### src/rtl/cpu_fetch_q.sv
// Instruction-fetch stage: redirectable PC, pipelined in-order memory interface and a
// DEPTH-entry {instr, pc} queue toward decode, with credit-based request throttling.
module cpu_fetch_q #(
    parameter int                ADDR_W   = 16,
    parameter int                INSTR_W  = 16,
    parameter int                DEPTH    = 4,
    parameter logic [ADDR_W-1:0] RESET_PC = '0,
    parameter int                PC_INC   = 2
) (
    input  logic               clk,
    input  logic               rst_n,
    input  logic               redirect_valid,
    input  logic [ADDR_W-1:0]  redirect_pc,
    output logic               imem_req,
    output logic [ADDR_W-1:0]  imem_addr,
    input  logic               imem_ready,
    input  logic               imem_rvalid,
    input  logic [INSTR_W-1:0] imem_rdata,
    output logic               out_valid,
    output logic [INSTR_W-1:0] out_instr,
    output logic [ADDR_W-1:0]  out_pc,
    input  logic               out_ready
);
    localparam int                PW      = $clog2(DEPTH);
    localparam int                CW      = PW + 1;
    localparam logic [ADDR_W-1:0] INC     = ADDR_W'(PC_INC);
    localparam logic [CW:0]       DEPTH_C = (CW+1)'(DEPTH);

    logic [ADDR_W-1:0]  fetch_pc;
    logic [ADDR_W-1:0]  rsp_pc;
    logic [CW-1:0]      inflight;
    logic [CW-1:0]      drop;
    logic [CW-1:0]      count;
    logic [PW-1:0]      rd_ptr;
    logic [PW-1:0]      wr_ptr;
    logic [INSTR_W-1:0] q_instr [DEPTH];
    logic [ADDR_W-1:0]  q_pc    [DEPTH];

    logic [CW:0] credit;
    logic        accept;
    logic        push;
    logic        pop;

    // Queued entries plus outstanding requests never exceed DEPTH, so a response always has a slot.
    assign credit    = {1'b0, count} + {1'b0, inflight};
    assign imem_req  = rst_n & ~redirect_valid & (credit < DEPTH_C);
    assign imem_addr = fetch_pc;
    assign accept    = imem_req & imem_ready;

    assign out_valid = (count != '0);
    assign out_instr = q_instr[rd_ptr];
    assign out_pc    = q_pc[rd_ptr];

    assign push = imem_rvalid & (drop == '0) & ~redirect_valid;
    assign pop  = out_valid & out_ready & ~redirect_valid;

    always_ff @(posedge clk or negedge rst_n) begin
        if (!rst_n) begin
            fetch_pc <= RESET_PC;
            rsp_pc   <= RESET_PC;
            inflight <= '0;
            drop     <= '0;
            count    <= '0;
            rd_ptr   <= '0;
            wr_ptr   <= '0;
            for (int i = 0; i < DEPTH; i++) begin
                q_instr[i] <= '0;
                q_pc[i]    <= '0;
            end
        end else begin
            inflight <= inflight + CW'(accept) - CW'(imem_rvalid);
            if (redirect_valid) begin
                // Everything still outstanding after this cycle belongs to the old stream.
                fetch_pc <= redirect_pc;
                rsp_pc   <= redirect_pc;
                drop     <= inflight - CW'(imem_rvalid);
                count    <= '0;
                rd_ptr   <= '0;
                wr_ptr   <= '0;
            end else begin
                if (accept)
                    fetch_pc <= fetch_pc + INC;
                if (imem_rvalid && drop != '0)
                    drop <= drop - CW'(1);
                if (push) begin
                    q_instr[wr_ptr] <= imem_rdata;
                    q_pc[wr_ptr]    <= rsp_pc;
                    wr_ptr          <= wr_ptr + PW'(1);
                    rsp_pc          <= rsp_pc + INC;
                end
                if (pop)
                    rd_ptr <= rd_ptr + PW'(1);
                count <= count + CW'(push) - CW'(pop);
            end
        end
    end

`ifndef SYNTHESIS
    rsp_without_req: assert property (@(posedge clk) disable iff (!rst_n)
        imem_rvalid |-> (inflight != '0));
`endif

endmodule

### config.mk
export PLATFORM = sky130hd
export DESIGN_NAME = cpu_fetch_q
export DESIGN_NICKNAME = d
export VERILOG_FILES = /design/src/rtl/cpu_fetch_q.sv
export SDC_FILE = /design/constraint.sdc
export NUM_CORES = 1
export LEC_CHECK = 0
export ABC_AREA = 1
export CAP_MARGIN = 20
export CORE_MARGIN = 1.5
export CORE_UTILIZATION = 26
export DETAILED_ROUTE_END_ITERATION = 8
export SLEW_MARGIN = 20
export SYNTH_ARGS = -nofsm -noshare
export SYNTH_HDL_FRONTEND = slang
export SYNTH_SLANG_ARGS = --single-unit
### constraint.sdc
create_clock -name clk -period 4.68 [get_ports clk]
set_input_delay 0.936 -clock clk [delete_from_list [all_inputs] [get_ports clk]]
set_output_delay 0.936 -clock clk [all_outputs]
set_load 0.01 [all_outputs]
==> impl_results.md, run 1 <==
- Postcts setup bufs: 0
- Worst R2R End: inflight[2]$_DFF_PN0_
- Critical path destination: out_instr[5]
- Clk slew on worst S/H paths: 0.06 ns
- Total power: 5595 µW
- TNS Setup: 0 ns
- Storage cell area: 4330 µm²
- Synth-to-Final Area Change: 19.70%
- Clock Latency Late Sink: 0.43 ns
- Seq/Total Area, Yosys: 49.91%
- Total die area: 34470 µm²
- Max-cap check violation count: 0
- Detail Route Antenna Nets: 0
- CTS Hold Buffers Added: 0
- Mapped Nets: 1030
- Routing usage on met3: 2.544%
- Least-Margin Pin Slew: 0.9795 ns
- Hold WC Path Type: input port to asynchronous set/reset pin
- Routing usage on met1: 18.81%
- Outcome: finished, final reports clean
- Vias in the first global route: 6609
- Met2 Usage GRT: 20.07%
- Post-Synthesis Cells: 974
- Setup violations, final: 0
- CP endpoint kind: output port
- RSZ-0062 raised after global routing: false
- CTS Buffer Depth: 2
- Num CTS Buffers: 17
- Total track usage: 13.12%
- Setup Skew: 0.008271 ns
- Initial antenna violation count: 0
- Initial cell density of the core: 26.53%
- Crit path cell chain: inv_2 > buf_4 > o21ai_0 > o22ai_1 > clkdlybuf4s50_1
- # clock sinks: 173
- Post-synthesis register bit count: 173
- Fin. Hold Viols: 0
- Worst r2r src: count[1]$_DFF_PN0_
- Final Critical Period: 3.630 ns
- Layout Nets: 1092
- Switching power of the nets: 1978 µW
- Global-route wire length before repair: 35310 µm
- Post-Syn Area: 8675 µm²
- DRC: 0
- Crit path DAT: 2.69 ns
- Mean area per synthesized cell: 8.906 µm²
- I/O Buffers: 87
- Power per standard cell area: 538.8 nW/µm²
- Sequential Power Share: 37.4%
- Busiest grt layer: met2
- Max_slew headroom: 34.61%
- Final HPWL DP: 13310 µm
- VDD IR max: 278.4 µV
- Internal power component: 3617 µW
- Post_cts resized: 0
- Worst EP required: 3.74 ns
- DR iter-0 viols: 414
- Core outline area: 32700 µm²
- Worst Setup Start Kind: flop
- CP max stage delay: 0.71 ns
- Via Count: 6829
- DRT Pass-1 Iters: 5
- Gr ovfl total: 0
- Fin. max-slew vios: 0
- Vias per inst: 4.580
- Clock root buffer: clkbuf_16
- Critical path's slowest cell: inv_2
- Final WL: 21530 µm
- R2R cell count: 12
- Clk network pwr share: 26.0%
- Switching share of power: 35.35%
- Fmax: 0.2755 GHz
- Routed WL per cell: 14.44 µm
- Post-synth EDFFs: 0
- Ys async rst share: 100.0%
- Pre-CTS setup slack: 1.210 ns
- Multi-input gate area: 3716 µm²
- Rows: 66
- Cell leakage power: 0.004710 µW
- CTS tree: done
- Post-synthesis cell type count: 39
- Primary FF master, synth: dfrtp_1
- Crit path from: rd_ptr[0]$_DFFE_PN0P_
- Die H: 185.7 µm
- I/O pin cnt: 88
- H-tree depth: 4
- Largest net degree at the start of global routing: 136
- GPL Wtd Cong: 0.8006
- Gate power share: 36.6%
- Final period utilization: 77.55%
- Min setup slack post-route: 1.050 ns
- R2R setup slack: 2.12 ns
- Die W: 185.7 µm
- Ys Warns: 0
- Fill cells: 3445
- Worst-path fanout max: 55
- Share of cells above drive strength 1: 13.44%
- CP Class: flop to output port
- Ant. Diodes: 0
[per-layer routing]
layer	vias to the layer above	wire length, µm
met5	-	0
met4	0	184
met3	15	855
met2	153	9555
met1	3278	10930
li1	3383	-
[cells by family (layout without fill, tap and decap cells)]
family,after synthesis,in the layout,synth area share [%]
flops,173,173,49.91
compound gates,266,266,19.70
xor+xnor,13,13,1.313
fa+ha+maj,18,18,2.769
simple gates,387,387,19.05
buf+inv,117,192,7.255
[critical path: cells and delay by family (launching register included)]
kind            cells  cell delay, ns
compound gates      2            0.25
flops               1            0.40
buf+inv             3            1.60
[synthesized netlist by cell type, types with 8 or more instances]
master      n  area share, %
buf_2      11           0.63
buf_6      22            2.9
clkbuf_1   12           0.52
dfrtp_1   173             50
ha_1       16            2.3
inv_1      63            2.7
nand2_1   227            9.8
nand3_1    42            2.4
nand4_1     8           0.58
nor2_1     92            4.0
o21ai_0    83            4.8
o21ai_1    49            2.8
o21ai_2    80            8.1
o22ai_1    32            2.3
xor2_1      9           0.91
[metrics by stage]
step	hold slack (ns)	cell area (µm²)	cells	util, %
2_1_floorplan	0.4496	8675	974	-
3_3_place_gp	0.4594	9781	1459	29.91
3_5_place_dp	0.4625	9781	1459	29.91
4_1_cts	0.4121	10380	1491	31.75
5_1_grt	0.4239	10380	1491	31.75
6_report	0.4185	10380	1491	31.75
[how the worst min path moves through the flow]
stage,from,endpoint,cells after the start,slack (ns)
floorplan,q_instr[16]$_DFFE_PN0P_,q_instr[16]$_DFFE_PN0P_,2,0.45
global route,rst_n,q_instr[41]$_DFFE_PN0P_,1,0.42
detailed placement,q_instr[24]$_DFFE_PN0P_,q_instr[24]$_DFFE_PN0P_,2,0.46
CTS,rst_n,q_instr[9]$_DFFE_PN0P_,1,0.41
global placement,q_pc[25]$_DFFE_PN0P_,q_pc[25]$_DFFE_PN0P_,2,0.46
finish,rst_n,q_instr[41]$_DFFE_PN0P_,1,0.42
[registers in the layout, indices dropped and copies added (netlist names)]
signal and count:
inflight 3, rsp_pc 16, drop 3, wr_ptr 2, imem_addr 16, count 3
q_instr 64, rd_ptr 2, q_pc 64
[power groups by stage]
| stage | combinational (µW) | clock (µW) | sequential [µW] |
|---|---|---|---|
| after global placement | 2070 | 0 | 2100 |
| after floorplan | 1230 | 0 | 2060 |
| after global routing | 2310 | 1560 | 2140 |
| final | 2050 | 1450 | 2090 |
| after CTS | 2100 | 1480 | 2090 |
| after detailed placement | 2090 | 0 | 2110 |
[cell usage in the layout, fill, tap and decap left out, types with 8 or more instances in the layout]
cell type,netlist,routed
clkbuf_16,0,17
clkdlybuf4s50_1,0,86
dfrtp_1,173,172
ha_1,16,16
inv_1,63,63
nand2_1,227,227
nand3_1,42,42
nand4_1,8,8
nor2_1,92,92
o21ai_0,83,83
o21ai_1,49,49
o21ai_2,80,80
o22ai_1,32,32
xor2_1,9,9
[layout make-up]
class / count / area share [%]
Tap cell: 442 / 5.326
Multi-Input combinational cell: 684 / 35.79
Clock inverter: 12 / 1.313
Timing Repair Buffer: 93 / 8.953
Inverter: 67 / 2.422
Clock buffer: 20 / 4.495
Sequential cell: 173 / 41.70
No activity file was read; power rests on OpenSTA's default activity.
==> run 2: changes to the inputs <==
Clock period 4.68 ns to 3.8 ns, I/O delays scaled along.
==> impl_results.md, run 2 (same netlist as run 1, synthesis figures left out) <==
- CTS tree: done
- Total die area: 34470 µm²
- Placed Instances: 1464
- Most frequent cells in the layout: nand2_1 (227), dfrtp_1 (172), nor2_1 (92)
- Total track usage: 13.17%
- Switching share of power: 36.01%
- VDD IR max: 353.7 µV
- Sequential Power Share: 38.4%
- Gr ovfl total: 0
- CP endpoint kind: output port
- Clk slew on worst S/H paths: 0.07 ns
- Core outline area: 32700 µm²
- Min setup slack post-route: 0.4182 ns
- Crit path DAT: 2.62 ns
- Vias per inst: 4.567
- Max-cap check violation count: 0
- Gate power share: 37.2%
- Final period utilization: 88.99%
- Initial cell density of the core: 26.53%
- Worst r2r src: count[1]$_DFF_PN0_
- Clock root buffer: clkbuf_16
- Internal power component: 4348 µW
- Post_cts resized: 0
- CP Class: flop to output port
- Fin area: 10370 µm²
- Final Critical Period: 3.382 ns
- Synth-to-Final Area Change: 19.54%
- Fin. Hold Viols: 0
- Hold WC Path Type: input port to asynchronous set/reset pin
- GPL Wtd Cong: 0.8191
- Vias in the first global route: 6690
- Worst EP required: 3.04 ns
- I/O Buffers: 87
- Fin cells: 1495
- RSZ-0062 raised after global routing: false
- Postcts setup bufs: 0
- CTS Buffer Depth: 2
- Rows: 66
- Worst Setup Start Kind: flop
- Clk network pwr share: 24.4%
- CTS Hold Buffers Added: 0
- Switching power of the nets: 2447 µW
- H-tree depth: 4
- Cell leakage power: 0.004689 µW
- Layout Nets: 1097
- Least-Margin Pin Slew: 0.8907 ns
- Via Count: 6828
- Pre-CTS setup slack: 0.5605 ns
- I/O pin cnt: 88
- Crit path from: rd_ptr[0]$_DFFE_PN0P_
- Clock Latency Late Sink: 0.43 ns
- Max_slew headroom: 40.62%
- Setup violations, final: 0
- Final HPWL DP: 13910 µm
- Final WL: 21500 µm
- TNS Setup: 0 ns
- Most common cell after layout, fill and taps aside: nand2_1
- DRC: 0
- Num CTS Buffers: 17
- Outcome: finished, final reports clean
- Initial antenna violation count: 0
- Routed WL per cell: 14.38 µm
- Fin. max-slew vios: 0
- Ant. Diodes: 0
- Setup Skew: 0.01046 ns
- Fmax: 0.2957 GHz
- # clock sinks: 173
- DR iter-0 viols: 425
- Die H: 185.7 µm
- Hold Slack: 0.1428 ns
- Share of cells above drive strength 1: 13.58%
- Global-route wire length before repair: 35450 µm
- Post-Place Cell Area: 9818 µm²
- Power per standard cell area: 655.2 nW/µm²
- DRT Pass-1 Iters: 5
- Detail Route Antenna Nets: 0
- Top flop regs: q_instr (64), q_pc (64)
- Worst-path fanout max: 34
- R2R cell count: 12
- Die W: 185.7 µm
- Largest net degree at the start of global routing: 66
## run 2: cell types whose count changed in the layout (fill, tap and decap cells not counted), sizes merged
cell | previous run | this run
bufinv | 2 | 1
clkbuf | 20 | 19
clkinvlp | 2 | 6
inv | 69 | 68
buf | 7 | 12
clkinv | 6 | 4
## run 2: worst paths after layout
check	end	slack (ns)
max	out_instr[15]	0.42
min	q_instr[46]$_DFFE_PN0P_	0.14
max reg2reg	inflight[2]$_DFF_PN0_	1.24
min reg2reg	q_pc[21]$_DFFE_PN0P_	0.48
max in group asynchronous	rsp_pc[15]$_DFFE_PN0N_	2.12
min in group clk	q_pc[21]$_DFFE_PN0P_	0.48
## run 2: metal layers
metal  vias to the layer above  share of wire (%)  wire length (µm)  global-route usage [%]
met5                         -                  0                 0                       0
met4                         0               0.70               150                   3.258
met3                        12                3.7               806                   2.465
met2                       134                 45              9671                   20.58
met1                      3303                 51             10880                   18.67
li1                       3379                  -                 -                       -
## run 2: critical path, stage by stage (launching register included)
cell	delay [ns]
dfrtp_2	0.59
inv_2	0.38
buf_12	0.25
o21ai_0	0.10
o22ai_1	0.26
clkdlybuf4s50_1	0.60
## run 2: area by class of cell
class	count	area, µm²
sequential	173	4330
timing repair buffer	98	967.2
tap	442	553.0
multi-input combinational	684	3716
clock inverter	12	118.9
inverter	67	251.5
clock buffer	19	432.9
fill	3482	22330
## run 2: through the flow
stage	utilization, %	total power [µW]
finish	31.71	6795
global route	31.71	7296
CTS	31.71	6903
detailed placement	30.02	5203
global placement	30.02	5159
floorplan	-	4059
## run 2: power groups by stage
stage                     combinational [µW]  clock, µW  sequential [µW]
after CTS                               2580       1720             2600
after global placement                  2530          0             2620
after global routing                    2840       1790             2670
after detailed placement                2570          0             2630
after floorplan                         1520          0             2540
final                                   2530       1660             2610
